$ cat src/rtl/rgb_sram_writer.sv
// Clips signed RGB pixels to 8 bits, packs pixel pairs into three 16-bit words
// and streams them through a small FIFO into the RGB region of the external SRAM.
//
// state | meaning
// IDLE  | waiting for start after reset
// RUN   | accepting pixels and writing words while granted
// DRAIN | all pixels taken, emptying the FIFO into SRAM
// DONE  | frame written, waiting for the next start
module rgb_sram_writer #(
  parameter logic [17:0] RGB_BASE_ADDR = 18'd146944,
  parameter int          NUM_PIXELS    = 76800,
  parameter int          FIFO_DEPTH    = 4
) (
  input  logic               clock,
  input  logic               resetn,
  input  logic               start,
  input  logic               pix_valid,
  output logic               pix_ready,
  input  logic signed [31:0] pix_r,
  input  logic signed [31:0] pix_g,
  input  logic signed [31:0] pix_b,
  input  logic               sram_grant,
  output logic [17:0]        sram_address,
  output logic [15:0]        sram_write_data,
  output logic               sram_we_n,
  output logic               busy,
  output logic               done
);
  localparam int NUM_WORDS = NUM_PIXELS * 3 / 2;
  localparam int CW = $clog2(NUM_WORDS + 1);
  localparam int PW = $clog2(FIFO_DEPTH);
  localparam int OW = $clog2(FIFO_DEPTH + 1);

  typedef enum logic [1:0] {IDLE, RUN, DRAIN, DONE} state_t;

  state_t        state;
  logic [CW-1:0] pix_cnt;
  logic [CW-1:0] word_cnt;
  logic [15:0]   fifo_mem [FIFO_DEPTH];
  logic [PW-1:0] wr_ptr;
  logic [PW-1:0] rd_ptr;
  logic [PW-1:0] wr_ptr_1;
  logic [OW-1:0] fifo_cnt;
  logic [OW-1:0] n_push;
  logic          parity;
  logic [7:0]    b_hold;
  logic [7:0]    r_c;
  logic [7:0]    g_c;
  logic [7:0]    b_c;
  logic          push;
  logic          pop;

  function automatic logic [7:0] clip(input logic signed [31:0] v);
    if (v < 0) return 8'd0;
    else if (v > 32'sd255) return 8'hFF;
    else return v[7:0];
  endfunction

  function automatic logic [PW-1:0] ptr_inc(input logic [PW-1:0] p);
    if (p == PW'(FIFO_DEPTH - 1)) return '0;
    else return p + PW'(1);
  endfunction

  assign r_c      = clip(pix_r);
  assign g_c      = clip(pix_g);
  assign b_c      = clip(pix_b);
  assign wr_ptr_1 = ptr_inc(wr_ptr);

  // Two free entries are required so an odd pixel can always land both words.
  assign pix_ready = (state == RUN) && (fifo_cnt <= OW'(FIFO_DEPTH - 2)) &&
                     (pix_cnt < CW'(NUM_PIXELS));
  assign push   = pix_valid && pix_ready;
  assign pop    = ((state == RUN) || (state == DRAIN)) && sram_grant && (fifo_cnt != '0);
  assign n_push = !push ? '0 : (parity ? OW'(2) : OW'(1));
  assign busy   = (state == RUN) || (state == DRAIN);
  assign done   = (state == DONE);

  always_ff @(posedge clock) begin
    if (!resetn) begin
      state           <= IDLE;
      pix_cnt         <= '0;
      word_cnt        <= '0;
      wr_ptr          <= '0;
      rd_ptr          <= '0;
      fifo_cnt        <= '0;
      parity          <= 1'b0;
      b_hold          <= 8'd0;
      sram_we_n       <= 1'b1;
      sram_address    <= 18'd0;
      sram_write_data <= 16'd0;
    end else begin
      sram_we_n <= 1'b1;
      if (pop) begin
        sram_we_n       <= 1'b0;
        sram_write_data <= fifo_mem[rd_ptr];
        sram_address    <= RGB_BASE_ADDR + 18'(word_cnt);
        rd_ptr          <= ptr_inc(rd_ptr);
        word_cnt        <= word_cnt + CW'(1);
      end
      if (push) begin
        pix_cnt <= pix_cnt + CW'(1);
        if (!parity) begin
          fifo_mem[wr_ptr] <= {r_c, g_c};
          b_hold           <= b_c;
          wr_ptr           <= wr_ptr_1;
          parity           <= 1'b1;
        end else begin
          fifo_mem[wr_ptr]   <= {b_hold, r_c};
          fifo_mem[wr_ptr_1] <= {g_c, b_c};
          wr_ptr             <= ptr_inc(wr_ptr_1);
          parity             <= 1'b0;
        end
      end
      fifo_cnt <= fifo_cnt + n_push - OW'(pop);

      case (state)
        IDLE, DONE: begin
          if (start) begin
            state    <= RUN;
            pix_cnt  <= '0;
            word_cnt <= '0;
            wr_ptr   <= '0;
            rd_ptr   <= '0;
            fifo_cnt <= '0;
            parity   <= 1'b0;
            b_hold   <= 8'd0;
          end
        end
        RUN: begin
          if (pix_cnt == CW'(NUM_PIXELS)) state <= DRAIN;
        end
        DRAIN: begin
          // The final pop has already registered its write by the time the FIFO reads empty.
          if ((fifo_cnt == '0) && (word_cnt == CW'(NUM_WORDS))) state <= DONE;
        end
        default: state <= IDLE;
      endcase
    end
  end
endmodule
$ cat config.mk
export PLATFORM = sky130hd
export DESIGN_NAME = rgb_sram_writer
export DESIGN_NICKNAME = d
export VERILOG_FILES = /design/src/rtl/rgb_sram_writer.sv
export SDC_FILE = /design/constraint.sdc
export NUM_CORES = 1
export LEC_CHECK = 0
export CAP_MARGIN = 10
export CORE_MARGIN = 1
export CORE_UTILIZATION = 58
export CTS_BUF_LIST = sky130_fd_sc_hd__clkbuf_4
export CTS_CLUSTER_DIAMETER = 60
export DETAILED_ROUTE_END_ITERATION = 16
export MAX_ROUTING_LAYER = met4
export PLACE_DENSITY = 0.87
export SYNTH_ARGS = -nofsm -noshare
export SYNTH_HDL_FRONTEND = slang
export SYNTH_SLANG_ARGS = --single-unit
$ cat constraint.sdc
create_clock -name clock -period 4.67 [get_ports clock]
set_input_delay 0.934 -clock clock [delete_from_list [all_inputs] [get_ports clock]]
set_output_delay 0.934 -clock clock [all_outputs]
set_load 0.01 [all_outputs]
Word-level counts from Yosys, hierarchy flattened
Memories as Yosys holds them, arrays and structs flattened. A register that Yosys moved wholly into a read port is not among the register bits.
Index checks and enable logic that the tools add are counted.

word-level totals
  output and inout port bits = 38
  bits in writable memories = 64
  memories kept = 1
  input port bits = 101
  word-level logic and storage cells = 99
  bits in registers = 71

operators by class
  reductions and logical operators = 13
  equal/unequal tests = 11
  add/subtract/negate cells = 8
  magnitude comparators = 8
  muxes and demuxes = 47
  bitwise gates (word level) = 1

memories
  memory    words  bits a word  read ports  clocked after memory_dff  wr ports  RTL line  RTL
  fifo_mem  4      16           1           1                         2         39        logic [15:0] fifo_mem [FIFO_DEPTH];

operators by type and width
  cell                    number
  $mux 17                 6
  $gt 32x9->1 const B     3
  $lt 32x1->1 const B     3
  $mux 8                  10
  $add 17x1->17 const B   2
  $eq 17x17->1 const B    2
  $mux 2                  15
  $add 18x17->18 const A  1
  $lt 17x17->1 const B    1
  $mux 16                 1
  $mux 1                  12
  $eq 2x2->1 const B      5
  $add 2x1->2 const B     3
  $logic_and 1x1->1       6
  $mux 3                  2
  $pmux 2 s3              1
  $ne 2x1->1 const B      2
  $add 3x2->3             1
  $le 3x2->1 const B      1
  $logic_not 3->1         1
  $reduce_and 3->1        1
  $reduce_bool 3->1       1
  $sub 3x1->3             1
  $eq 2x1->1 const B      1
  other kinds (6)         6

Depth between registers and ports, before layout
Gate-level depths: netlist (run 1).

  depth after elaboration = 9
  gate-level depth with buffers = 15
  gate-level depth less buffers = 14

Worst setup path after synthesis (run 1)
Ideal clock, no wire load.

  path kind = input to register
  from = in sram_grant
  to = reg fifo_cnt[2]
  library setup time = 0.128 ns
  data required time = 4.542 ns
  stages on the path = 13
  arrival time = 3.090 ns
  buffers on the path = 2
  path slack = 1.452 ns
  path through = nor2b_1 -> nand2_1 -> inv_1 -> clkbuf_1 -> buf_1 -> ha_1 -> inv_1 -> ha_1 -> inv_1 -> fa_1 -> xnor2_1 -> xnor2_1 -> nor2_1

between the ends
  cells in the longest elaborated chain, start to end = 5

ends and longest elaborated chain
  element                             RTL line  RTL
  start: declaration                  22        input logic sram_grant,
  $logic_and 1x1->1 (*) (2 in a row)  73        assign pop = ((state == RUN) || (state == DRAIN)) && sram_grant && (fifo_cnt != '0);
  named net pop                       51        logic pop;
  $sub 3x1->3 (*)                     114       fifo_cnt <= fifo_cnt + n_push - OW'(pop);
  $mux 3                              118       if (start) begin
  $mux 3 (*)                          116       case (state)
  end signal: assignment              114
  end: declaration                    43        logic [OW-1:0] fifo_cnt;

The timed path passes the listed nets; every way through them passes the cells marked *.
A chain may end at the register's enable or synchronous reset.

==> results of run 1 <==
==> where the power goes <==
group | total (W) | switching, W | leakage (nW) | internal, W
Combinational | 0.000693 | 0.000381 | 1.63 | 0.000312
Sequential | 0.00149 | 0.0000488 | 1.28 | 0.00144
Clock | 0.000724 | 0.000444 | 0.148 | 0.000280
Total | 0.00291 | 0.000874 | 3.06 | 0.00203
==> cells in the final DEF, fill, tap and decap left out, types with 2 or more instances in the layout <==
master,instances
nand3_1,21
o41ai_2,2
a31oi_1,36
xnor2_1,23
nor2b_1,5
inv_1,21
or3_1,9
a31o_2,4
buf_4,13
o21ai_0,50
nand2b_1,34
edfxtp_1,64
and3_1,8
clkbuf_4,21
o221ai_1,32
a211oi_1,10
a41o_1,2
nor4b_1,2
nor2_1,55
a21oi_1,41
nand2_1,89
clkinv_2,7
o21a_1,10
mux2i_1,3
nor3_1,14
and4_1,4
mux4_2,16
dfxtp_1,87
ha_1,24
and2_1,3
nor4_1,32
nand4_1,9
xor2_1,6
o41ai_1,7
clkdlybuf4s50_1,138
==> sequential cells by signal, summed over array words and instances (netlist names) <==
register,cells
wr_ptr,2
parity,1
word_cnt,17
rd_ptr,2
fifo_cnt,3
b_hold,8
sram_write_data,16
pix_cnt,17
sram_we_n,1
state,2
fifo_mem,64
sram_address,18
==> cell type report <==
type,count,share of cell area (%)
well taps,172,2.29
diodes,1,0.0266
multi-input cells,562,39.6
repair buffers,151,15.7
flip-flops and latches,151,39.0
clock buffers,21,1.68
inverters,21,0.838
clock inverters,11,0.891
==> worst max-delay path, cell delays in order (launching register included) <==
cell and delay [ps]:
dfxtp_1 370, and2_4 180, o211a_1 360, nor3b_2 550, ha_1 340, inv_1 90
nor2_1 110, buf_4 320, nor2_1 230, o21ai_0 240, o221ai_1 240
==> cells by family (layout without fill, tap and decap cells) <==
| logic type | count (synthesis) | in the layout | share of synthesized area, % |
|---|---|---|---|
| simple gates | 291 | 291 | 19.0 |
| compound gates | 198 | 198 | 16.9 |
| flops | 151 | 151 | 47.8 |
| buf+inv | 70 | 204 | 3.71 |
| xor+xnor | 29 | 29 | 3.32 |
| fa+ha+maj | 25 | 25 | 4.18 |
| mux | 19 | 19 | 5.10 |
| other cells | 0 | 1 | 0 |
==> stage by stage <==
stage | hold slack [ps] | setup WS [ps]
floorplan | 459 | 1450
global placement | 442 | 1070
detailed placement | 446 | 909
CTS | 465 | 1390
global route | 483 | 1050
finish | 464 | 1340
==> worst max path at each step <==
stage                            from              to  slack (ps)  cells after the start
after floorplan            sram_grant     fifo_cnt[2]        1450                     13
after global placement      pix_valid     fifo_cnt[2]        1070                     12
after detailed placement    pix_valid  fifo_mem[2][2]         910                      9
after CTS                 pix_cnt[10]  fifo_mem[2][2]        1390                     10
after global routing      pix_cnt[10]  fifo_mem[2][2]        1050                     10
final                     pix_cnt[10]  fifo_mem[3][7]        1340                     10
==> metal layers <==
layer,up-vias,track usage [%]
met5,-,-
met4,0,15.5
met3,79,6.33
met2,404,52.2
met1,3275,38.3
li1,3176,-
==> flow_summary.toml, run 1 <==
[cts]
postCtsSetupBuffers = 0
clk_pin_slew_worst_paths_ps = 140
cts.root.buffer_cell = "clkbuf_4"
htreeDepth = 4
insertion_delay_ps = 560
cts_tree = "built"
hold_buffers = 0
cts_buffer_depth = 2
cts.sinks = 151
cts_buffers = 17
post_cts_resized = 0

[sta]
worst_slew_pin_slew_ps = 941
fmax_mhz = 301
relSlewSlack_pct = 37.2
slew_violations = 0
setup_violations = 0
final.setup.tns_ps = 0
fin_crit_sh_pct = 71.2
hold_viol = 0
fin_skew_ps = 23.5
rsz0062_at_grt = "no"
layout_min_cycle_time_ps = 3330

[die]
initial_core_util_pct = 60.0
floorplan.die_area_um2 = 13700
die_w_um = 117
pin_count = 139
die_h_um = 117
fp-row-count = 41
coreArea_um2 = 12800

[placed_design]
dp_hpwl_um = 14300
numPlacedInstances = 1057
place.gp.congestion = 0.864
dpl_cell_area_um2 = 9160
io_buffers = 138

[yosys]
yosys-top-cells-count = "nand2_1, dfxtp_1, edfxtp_1, nor2_1, o21ai_0"
synth_edf_count = 64
avgSynthCellArea_um2 = 9.78
ys_types = 46
synth_cells = 783
synth_top_area_cell = "edfxtp_1"
yosysMostFrequentCell = "nand2_1"
ys_top_cells_by_area = "edfxtp_1, dfxtp_1, mux4_2, nand2_1, ha_1"
yosysWarnings = 0
yosysTopAreaCellShare_pct = 25.1
ys_seq_area_share_pct = 47.8
synth_top_flop_cell = "dfxtp_1"
syn_nets = 909
netlist_area_um2 = 7660
synthArstFlopShare_pct = 0
ys_seq_elements = 151

[layout]
seq_area_um2 = 3660
fin_area_um2 = 9400
final_cells = 1090
area_growth_syn_to_layout_pct = 22.8
fillers = 913
multi_input_area_um2 = 3720
fin_util_pct = 73.6
fin_nets = 1030
drive_gt1_share_pct = 7.74

[grt]
grt_max_degree = 49
grt_overflow = 0
grt_pass1_wl_um = 32300
antenna_found_initial = 0
grt_usage_pct = 32.1
grt_pass1_vias = 6772

[routing]
top_layer = "met4"
drt_iter0_drc = 778
drt_wl_total_um = 20100
detail-route-antenna-nets = 0
drt_pass1_iterations = 6
route.met2.wl_um = 9830
wl_met1_um = 7760
vias = 6934
met3_length_um = 1810
detail_route.wl_per_cell_um = 18.5
drcViolationCount = 0
vias_per_cell = 6.36

[setup_path]
ff2ff_setup_slack_ps = 1340
path_max_fanout = 33
r2r-start = "pix_cnt[10]"
crit_type = "flip-flop to flip-flop"
reg2reg_to = "fifo_mem[3][7]"
critPathArrivalTime_ps = 3590
startpoint_type = "flip-flop"
worstSetupEndpointType = "flip-flop"
required_ps = 4930
reg2reg_depth = 10

[flow_run]
cap_violations = 0

[min_path]
min_to = "sram_write_data[4]"
worstHoldPathType = "flip-flop to flip-flop"
hp-start = "sram_write_data[4]"
hold_depth = 2

[power]
power.density_nw_per_um2 = 309
power.total_w = 0.00291
ir_drop_mv = 0.191
leakagePower_nw = 3.06

[run_status]
status = "complete, no violations"
Note: power is estimated with default switching activity, not from simulation.
==> inputs of run 2 (changes only) <==
Settings changed: CORE_UTILIZATION 58 to 55, PLACE_DENSITY 0.87 to 0.83.
Clock period 4.67 ns to 3.3 ns, I/O delays scaled along.
==> flow_summary.toml, run 2 (synthesis results as in run 1) <==
[sta]
worst_slew_pin_slew_ps = 1030
fin_crit_sh_pct = 87.1
setup_violations = 0
setup_ws_ps = 424
rsz0062_at_grt = "no"
slew_violations = 0
final.setup.tns_ps = 0
fmax_mhz = 348
fin_skew_ps = 13.9
relSlewSlack_pct = 31.3
layout_min_cycle_time_ps = 2880
hold_viol = 0

[cts]
postCtsSetupBuffers = 0
post_cts_resized = 0
cts.sinks = 151
cts.root.buffer_cell = "clkbuf_4"
clk_pin_slew_worst_paths_ps = 120
insertion_delay_ps = 550
cts_buffer_depth = 2
htreeDepth = 4
cts_buffers = 17
hold_buffers = 0
cts_tree = "built"

[placed_design]
io_buffers = 138
dp_hpwl_um = 15300
dpl_worst_slack_ps = 230
place.gp.congestion = 0.906

[setup_path]
ff2ff_setup_slack_ps = 440
required_ps = 2640
crit_type = "flip-flop to output pin"
path_max_fanout = 11
r2r-start = "pix_cnt[10]"
critPathArrivalTime_ps = 2220
worstSetupEndpointType = "output pin"
startpoint_type = "flip-flop"
reg2reg_depth = 10
reg2reg_to = "fifo_cnt[2]"

[run_status]
status = "complete, no violations"

[grt]
grt_overflow = 0
top_usage_layer = "met2"
antenna_found_initial = 1
grt_pass1_wl_um = 34400
grtUsageMet1_pct = 38.4
grt_max_degree = 49
grt_pass1_vias = 6874
grt_usage_pct = 31.9
grtUsageMet2_pct = 52.4
grt_use_met3_pct = 6.42

[routing]
vias = 6965
vias_per_cell = 6.27
drt_wl_total_um = 21500
drt_iter0_drc = 717
detail-route-antenna-nets = 0
drt_pass1_iterations = 5
detail_route.wl_per_cell_um = 19.4
drcViolationCount = 0

[power]
leakagePower_nw = 3.13
ir_drop_mv = 0.263
power.total_w = 0.00417
power.density_nw_per_um2 = 438

[die]
initial_core_util_pct = 57.2
coreArea_um2 = 13400
die_w_um = 120
fp-row-count = 42
floorplan.die_area_um2 = 14400
pin_count = 139
die_h_um = 120

[min_path]
hp-start = "sram_write_data[6]"
worstHoldPathType = "flip-flop to flip-flop"
min_to = "sram_write_data[6]"
hold_depth = 2

[layout]
layout_commonest_cell = "clkdlybuf4s50_1"
area_growth_syn_to_layout_pct = 24.5
largestRegisters = "fifo_mem x64, sram_address x18"
drive_gt1_share_pct = 9.22
largest_register_ff_count = 64
mostFrequentLayoutCells = "clkdlybuf4s50_1, nand2_1, dfxtp_1"
regMostFlops = "fifo_mem"
fin_nets = 1046

[flow_run]
cap_violations = 0
run 2: cell count changes in the layout (fill, tap and decap cells not counted), sizes merged:
cell,before,now
clkbuf,21,19
clkinv,9,8
clkinvlp,0,2
buf,13,29
inv,22,23
run 2: power by group:
part / internal (W) / total (W) / switching, W
Clock: 0.000384 / 0.00104 / 0.000659
Combinational: 0.000456 / 0.00102 / 0.000563
Sequential: 0.00204 / 0.00211 / 0.0000699
run 2: final cells by class:
cell class | count | area, um^2
fillers | 1029 | 3860
multi-input cells | 562 | 3720
flip-flops and latches | 151 | 3660
diodes | 1 | 2.50
inverters | 21 | 78.8
clock buffers | 19 | 143
clock inverters | 13 | 105
well taps | 176 | 220
repair buffers | 167 | 1600
run 2: worst max path at each step:
stage	from	to	cells after the start
CTS	state[0]	pix_ready	5
global route	pix_cnt[10]	fifo_cnt[2]	13
global placement	pix_valid	fifo_cnt[2]	12
floorplan	state[0]	fifo_cnt[2]	15
finish	state[0]	pix_ready	5
detailed placement	pix_valid	fifo_cnt[2]	9
run 2: per-layer routing:
| layer | vias up | routed length (um) | part of all wire, % |
|---|---|---|---|
| met4 | 0 | 536 | 2.5 |
| met1 | 3355 | 8470 | 39 |
| met3 | 64 | 1710 | 8.0 |
| li1 | 3214 | - | - |
| met2 | 332 | 10800 | 50 |
| met5 | - | 0 | 0 |
run 2: critical path: stages (launching register included):
cell	delay, ps
dfxtp_1	440
ha_1	220
nand4b_1	160
buf_4	220
nor2_1	90
clkdlybuf4s50_1	540
run 2: stage by stage:
step                area [um^2]  utilization [%]  cells  hold slack (ps)
finish                     9540             71.2   1110              463
global route               9540             71.2   1110              488
CTS                        9530             71.1   1109              462
detailed placement         9290             69.3   1077              444
global placement           9290             69.3   1077              441
floorplan                  7660                -    783              459
==> inputs of run 3 (changes only) <==
Settings changed: CORE_MARGIN 1 to not set.
Clock period 3.3 ns to 3 ns, I/O delays scaled along.
==> flow_summary.toml, run 3 (synthesis results as in run 1) <==
[cts]
hold_buffers = 0
cts.sinks = 151
post_cts_resized = 0
cts_tree = "built"
clk_pin_slew_worst_paths_ps = 120
postCtsSetupBuffers = 0
cts_buffer_depth = 2
htreeDepth = 4
cts.root.buffer_cell = "clkbuf_4"
insertion_delay_ps = 570
cts_buffers = 17

[sta]
setup_violations = 0
slew_violations = 0
fmax_mhz = 352
fin_skew_ps = 14.7
final.setup.tns_ps = 0
fin_crit_sh_pct = 94.7
rsz0062_at_grt = "no"
worst_slew_pin_slew_ps = 941
hold_viol = 0
relSlewSlack_pct = 37.1
layout_min_cycle_time_ps = 2840

[grt]
grt_pass1_wl_um = 33000
grt_overflow = 0
antenna_found_initial = 1
grt_pass1_vias = 6872
grt_max_degree = 49
grt_usage_pct = 30.3

[power]
ir_drop_mv = 0.235
power.total_w = 0.00449
power.density_nw_per_um2 = 470
leakagePower_nw = 3.15

[setup_path]
startpoint_type = "flip-flop"
startpoint = "state[0]"
critPathArrivalTime_ps = 2240
worstSetupEndpointType = "output pin"
required_ps = 2400
path_max_fanout = 11
crit_type = "flip-flop to output pin"
r2r-start = "state[0]"

[min_path]
hp-start = "sram_address[5]"
worstHoldPathType = "flip-flop to flip-flop"

[run_status]
status = "complete, no violations"

[routing]
vias = 6905
drt_pass1_iterations = 5
drt_wl_total_um = 20300
vias_per_cell = 6.19
detail_route.wl_per_cell_um = 18.2
drcViolationCount = 0
drt_iter0_drc = 724
detail-route-antenna-nets = 0

[layout]
multi_input_area_um2 = 3720
drive_gt1_share_pct = 9.28
seq_area_um2 = 3660
fin_nets = 1051
layout_commonest_cell = "clkdlybuf4s50_1"
largestRegisters = "fifo_mem x64, sram_address x18"
largest_register_ff_count = 64
area_growth_syn_to_layout_pct = 24.7
regMostFlops = "fifo_mem"
fillers = 1019
mostFrequentLayoutCells = "clkdlybuf4s50_1, nand2_1, dfxtp_1"

[die]
die_w_um = 120
coreArea_um2 = 13400
die_h_um = 120
floorplan.die_area_um2 = 14400
initial_core_util_pct = 57.2
fp-row-count = 42
pin_count = 139

[placed_design]
dp_hpwl_um = 14900
place.gp.congestion = 0.887
io_buffers = 138

[flow_run]
cap_violations = 0
## run 3: metal layers
metal	global-route usage (%)	part of all wire (%)
met1	35.1	40
met5	-	0
met3	7.18	7.7
met4	13.5	2.7
met2	50.1	50
## run 3: worst paths after layout
path / to / slack [ps] / cells after the start
hold reg to reg: sram_address[5] / 460 / 2
hold / removal: sram_address[5] / 460 / 2
setup / recovery: pix_ready / 160 / 5
setup reg to reg: fifo_cnt[2] / 300 / 13
## run 3: final cells by class
| type | instances | share of cell area [%] |
|---|---|---|
| Antenna cell | 2 | 0.0524 |
| Clock buffer | 18 | 1.41 |
| Clock inverter | 14 | 0.969 |
| Inverter | 21 | 0.825 |
| Multi-Input combinational cell | 562 | 39.0 |
| Sequential cell | 151 | 38.3 |
| Tap cell | 176 | 2.30 |
| Timing Repair Buffer | 172 | 17.1 |
## run 3: metrics by stage
step	cell area, um^2	hold WS [ps]	setup slack (ps)	instances	util (%)
after floorplan	7660	459	42.8	783	-
after global placement	9320	442	80.8	1082	69.6
after detailed placement	9320	447	11.5	1082	69.6
after CTS	9550	462	147	1114	71.3
after global routing	9560	478	17.5	1116	71.3
final	9560	461	160	1116	71.3
## run 3: report_power, final
part / internal (W) / leakage [nW] / switching, W
combinational: 0.000501 / 1.74 / 0.000585
sequential: 0.00224 / 1.28 / 0.0000753
clock: 0.000395 / 0.131 / 0.000688
total: 0.00314 / 3.15 / 0.00135
## run 3: critical path, cell delays in order (launching register included)
cell             delay [ps]
dfxtp_1                 430
ha_1                    210
nand4b_1                170
buf_4                   230
nor2_1                   90
clkdlybuf4s50_1         540
